### src/rtl/lfsr_im_sched.sv
`default_nettype none
// ============================================================================
//  Module      : lfsr_im_sched
//  Description : Shares the HDC item-memory LFSR between the channel-ID path
//                (requester 0) and the level-ID path (requester 1). Item k is
//                the LFSR state after k enables from SEED. The scheduler
//                tracks the LFSR position and either steps forward or
//                restarts from SEED and steps to reach the requested item.
//  Revision    : 1.0  initial release
// ============================================================================
module lfsr_im_sched #(
    parameter int NUM_ITEMS = 64,
    parameter int IDX_W     = $clog2(NUM_ITEMS)
) (
    input  logic             clk,
    input  logic             rst,
    input  logic [1:0]       req,
    input  logic [IDX_W-1:0] idx0,
    input  logic [IDX_W-1:0] idx1,
    output logic [1:0]       gnt,
    output logic [1:0]       done,
    output logic             busy,
    output logic             lfsr_en,
    output logic             lfsr_nrst,
    output logic [IDX_W-1:0] pos
);

    // Highest legal item index; larger requests are clamped to it.
    localparam logic [IDX_W-1:0] C_MAX_IDX = IDX_W'(NUM_ITEMS - 1);

    typedef enum logic [1:0] {
        S_IDLE    = 2'd0,
        S_RESTART = 2'd1,
        S_STEP    = 2'd2,
        S_DONE    = 2'd3
    } state_t;

    state_t           state_q, state_d;
    logic [IDX_W-1:0] pos_q,   pos_d;
    logic [IDX_W-1:0] tgt_q,   tgt_d;
    logic             owner_q, owner_d;
    logic             last_q,  last_d;

    // Registered Moore outputs, loaded from the next-state values so they
    // line up with the state they describe.
    logic [1:0]       gnt_q;
    logic [1:0]       done_q;
    logic             busy_q;
    logic             en_q;
    logic             nrst_q;

    // Arbitration result for the current IDLE cycle.
    logic             w_any;
    logic             w_win;
    logic [IDX_W-1:0] w_idx;
    logic [IDX_W-1:0] w_tgt;
    logic [IDX_W-1:0] w_pos_inc;

    // Round-robin pick: on a tie the requester that was not served last wins;
    // a lone request wins regardless of history. Index is clamped on latch.
    always_comb begin
        w_any = |req;
        w_win = 1'b0;
        if (req == 2'b11) begin
            w_win = ~last_q;
        end else begin
            w_win = req[1];
        end
        w_idx = w_win ? idx1 : idx0;
        w_tgt = (w_idx > C_MAX_IDX) ? C_MAX_IDX : w_idx;
    end

    assign w_pos_inc = pos_q + IDX_W'(1);

    // Next-state logic: walk the LFSR forward, or restart it from SEED when
    // the target lies behind the current position.
    always_comb begin
        state_d = state_q;
        pos_d   = pos_q;
        tgt_d   = tgt_q;
        owner_d = owner_q;
        last_d  = last_q;
        case (state_q)
            S_IDLE: begin
                if (w_any) begin
                    tgt_d   = w_tgt;
                    owner_d = w_win;
                    last_d  = w_win;
                    if (w_tgt == pos_q) begin
                        state_d = S_DONE;
                    end else if (w_tgt > pos_q) begin
                        state_d = S_STEP;
                    end else begin
                        state_d = S_RESTART;
                    end
                end
            end
            S_RESTART: begin
                // LFSR is held at SEED for this cycle, so position returns to 0.
                pos_d   = '0;
                state_d = (tgt_q != '0) ? S_STEP : S_DONE;
            end
            S_STEP: begin
                // One enable per cycle; leave on the edge that reaches the target.
                pos_d = w_pos_inc;
                if (w_pos_inc == tgt_q) begin
                    state_d = S_DONE;
                end
            end
            S_DONE: begin
                state_d = S_IDLE;
            end
            default: begin
                state_d = S_IDLE;
            end
        endcase
    end

    // State, bookkeeping and registered output flops.
    always_ff @(posedge clk or posedge rst) begin
        if (rst) begin
            state_q <= S_IDLE;
            pos_q   <= '0;
            tgt_q   <= '0;
            owner_q <= 1'b0;
            last_q  <= 1'b1;
            gnt_q   <= 2'b00;
            done_q  <= 2'b00;
            busy_q  <= 1'b0;
            en_q    <= 1'b0;
            nrst_q  <= 1'b1;
        end else begin
            state_q <= state_d;
            pos_q   <= pos_d;
            tgt_q   <= tgt_d;
            owner_q <= owner_d;
            last_q  <= last_d;
            gnt_q   <= (state_d != S_IDLE) ? {owner_d, ~owner_d} : 2'b00;
            done_q  <= (state_d == S_DONE) ? {owner_d, ~owner_d} : 2'b00;
            busy_q  <= (state_d != S_IDLE);
            en_q    <= (state_d == S_STEP);
            nrst_q  <= (state_d != S_RESTART);
        end
    end

    // The LFSR controls are also gated by reset directly, so the LFSR is held
    // at SEED while reset is asserted, keeping it consistent with pos == 0.
    assign lfsr_en   = en_q & ~rst;
    assign lfsr_nrst = nrst_q & ~rst;
    assign gnt       = gnt_q;
    assign done      = done_q;
    assign busy      = busy_q;
    assign pos       = pos_q;

endmodule
`default_nettype wire

### config.mk
export PLATFORM = sky130hd
export DESIGN_NAME = lfsr_im_sched
export DESIGN_NICKNAME = d
export VERILOG_FILES = /design/src/rtl/lfsr_im_sched.sv
export SDC_FILE = /design/constraint.sdc
export NUM_CORES = 1
export LEC_CHECK = 0
export ABC_AREA = 1
export BUFFER_PORTS_ARGS = -buffer_cell sky130_fd_sc_hd__buf_2
export CORE_ASPECT_RATIO = 1.75
export CORE_MARGIN = 2
export CORE_UTILIZATION = 50
export DETAILED_ROUTE_END_ITERATION = 8
export GPL_TIMING_DRIVEN = 0
export PLACE_DENSITY = 0.83
export SKIP_CTS_REPAIR_TIMING = 1
export SLEW_MARGIN = 20
export SYNTH_ARGS = -nofsm -noshare
export SYNTH_HDL_FRONTEND = slang
export SYNTH_SLANG_ARGS = --single-unit
### constraint.sdc
create_clock -name clk -period 4.3 [get_ports clk]
set_input_delay 0.215 -clock clk [delete_from_list [all_inputs] [get_ports clk]]
set_output_delay 0.215 -clock clk [all_outputs]
set_load 0.03 [all_outputs]
==> metrics <==
CTS sink count 23; wire per inst 12.06 um; Leak 0.0008900 uW; global-route wire length before repair 5085 um; leading area contributor after synthesis dfrtp_1; Sw Pwr 461.1 uW; Tcrit/Tclk final 0.6596; H-tree depth 1; Die ar. 3189 um^2; P&R area growth vs syn 16.00%; total number of vias 1,242; outcome complete, no violations; Post-DRT Antenna Nets 0; PD cells 626.7 nW/um^2; gpl congestion 0.8131; clk buf depth 2; synth unique cells 19; WP buf/inv 3; Tmin final 2.836 ns; Register Area 578.1 um^2; initial antenna violation count 0; HP Class input port to async pin; register area share after synthesis 0.4223; worst path cell trace nand2_1 -> nand2_1 -> mux2_2 -> ha_1 -> inv_1 -> nor2_1 -> o21ai_0 -> nand3_1 -> o21ai_0 -> o21ai_0 -> inv_1 -> nand3_1 -> nand2_1 -> inv_1; kind of critical path flop to flop; CP delay by family, top simple AND/OR/NAND/NOR gates; Buffers on Ports 28; 1st-iter DRT viols 31; clock-pin slew on the worst setup and hold paths 0.08 ns; RSZ-0062 raised after global routing false; DRC Markers 0; WL final 2821 um; critical path arrival 3.00 ns; IO Count 29; layout cell share with drive strength beyond 1 0.2077; max incr delay on CP 0.53 ns; total number of yosys warnings 0; Die Ht 73.22 um; largest net degree at the start of global routing 24; Combinational Power Share 0.502; post-synthesis instance total 175; Worst slew margin 0.4271; commonest non-fill, non-tap cell in the layout nand2_1; Final Util 0.5972; filler instances 236; critical path startpoint category flop; Clock Power Share 0.134; Setup Skew 0.002096 ns; Die X 43.55 um; highest-delay cell along the critical path dfstp_2; Total Routing Usage GR 0.2131; TritonCTS Buffers 3; Worst-Margin Slew 0.8584 ns; Inserted Diodes 0; pre-CTS setup slack 1.506 ns; top achievable clock speed 0.3526 GHz; root buffer cell clkbuf_8; CP startpoint last_q; r2r startpoint last_q; commonest cells after routing, fill and taps aside nand2_1 (43), inv_1 (32), buf_2 (28), dfrtp_1 (21), nor2_1 (15); Worst Path Required 4.47 ns; register bit count reported by yosys 23; Max VDD drop 416.7 uV; Syn Area/Cell 7.822 um^2; number of global-route vias before repair 1,196; # rows 25; GRT overflow 0; Worst setup EP type flop; Initial Utilization 0.5148; Core Area 2659 um^2; clk_lat worst skew 0.27 ns; max cap viols 0; Layout Nets 235; Setup TNS Final 0 ns; Final Non-Filler Cells 234; final number of setup-violating endpoints 0; first-pass detailed-route iteration total 5; Syn Nets 202; Pint 534.0 uW; Slew Limit Fails 0; Sw Ratio 0.4634; Final Hold Viols 0; Post-Place Cells 230; Worst Path Max Fanout 8; area of the multi-input gates 666.9 um^2; Via density 5.308; sequential power share 0.364; Final WS setup 1.464 ns; CTS tree done; Yosys top cell area share 0.3839; WHS 0.1325 ns; Final HPWL DP 2245 um; main area contributors after synthesis dfrtp_1 (38%), nand2_1 (12%), ha_1 (10%), inv_1 (8.8%), nand3_1 (4.4%); Mapped Area 1369 um^2
final cells by class:
class	count	share of cell area
plain buffers	1	0.002364
clock buffers	4	0.02837
inverters	32	0.07565
multi-input cells	119	0.4200
flip-flops and latches	23	0.3641
well taps	27	0.02128
repair buffers	28	0.08826
sequential cells by signal (all words and copies together) (netlist names):
signal and flops:
nrst_q 1, tgt_q 6, last_q 1, owner_q 1, state_q 2, done 2
busy 1, en_q 1, gnt 2, pos 6
worst paths after layout:
path	end	slack [ns]	cells after the start
setup / recovery	gnt[0]	1.46	14
hold / removal	en_q	0.13	2
setup reg to reg	gnt[0]	1.46	14
hold reg to reg	last_q	0.50	2
max in group asynchronous	tgt_q[1]	3.64	2
min in group clk	tgt_q[0]	0.28	3
worst reg2reg max path, cell delays in order, from the launching register on:
cell and delay [ns]:
dfstp_2 0.53, nand2_1 0.04, nand2_1 0.32, mux2_2 0.41
ha_1 0.30, inv_1 0.06, nor2_1 0.03, o21ai_0 0.16
nand3_1 0.12, o21ai_0 0.17, o21ai_0 0.20, inv_1 0.15
nand3_1 0.13, nand2_1 0.09, inv_1 0.04
Yosys cell counts (all sizes together):
library cell / instances
nand4: 2
mux2i: 1
nor4: 1
ha: 11
mux2: 5
o21ai: 13
nand3: 12
dfstp: 2
o21bai: 2
nor2: 15
nand2: 47
a31oi: 1
clkbuf: 1
a21oi: 4
inv: 32
dfrtp: 21
o22ai: 5
layer usage:
metal,global-route usage,routed length (um)
met1,0.2396,1110
met2,0.3546,1446
met3,0.02970,110
met4,0.1549,154
met5,0,0
kinds of logic (layout without fill, tap and decap cells):
family / after synthesis / count (layout) / share of synthesized area
mux: 6 / 6 / 0.04844
flops: 23 / 23 / 0.4223
fa+ha+maj: 11 / 11 / 0.1005
compound gates: 25 / 25 / 0.1033
simple gates: 77 / 77 / 0.2349
buf+inv: 33 / 65 / 0.09049
power by group through the flow:
stage / Clock, uW / Combinational [uW] / Sequential [uW]
6_report: 133 / 500 / 362
3_3_place_gp: 0 / 491 / 364
2_1_floorplan: 0 / 321 / 413
3_5_place_dp: 0 / 499 / 366
5_1_grt: 146 / 578 / 373
4_1_cts: 137 / 502 / 362
per-stage QoR:
stage	cell area [um^2]	total power, uW
2_1_floorplan	1369	733.9
4_1_cts	1588	1002
6_report	1588	995.1
3_5_place_dp	1543	865.4
5_1_grt	1588	1097
3_3_place_gp	1543	855.0
(Power assumes the default switching activity.)
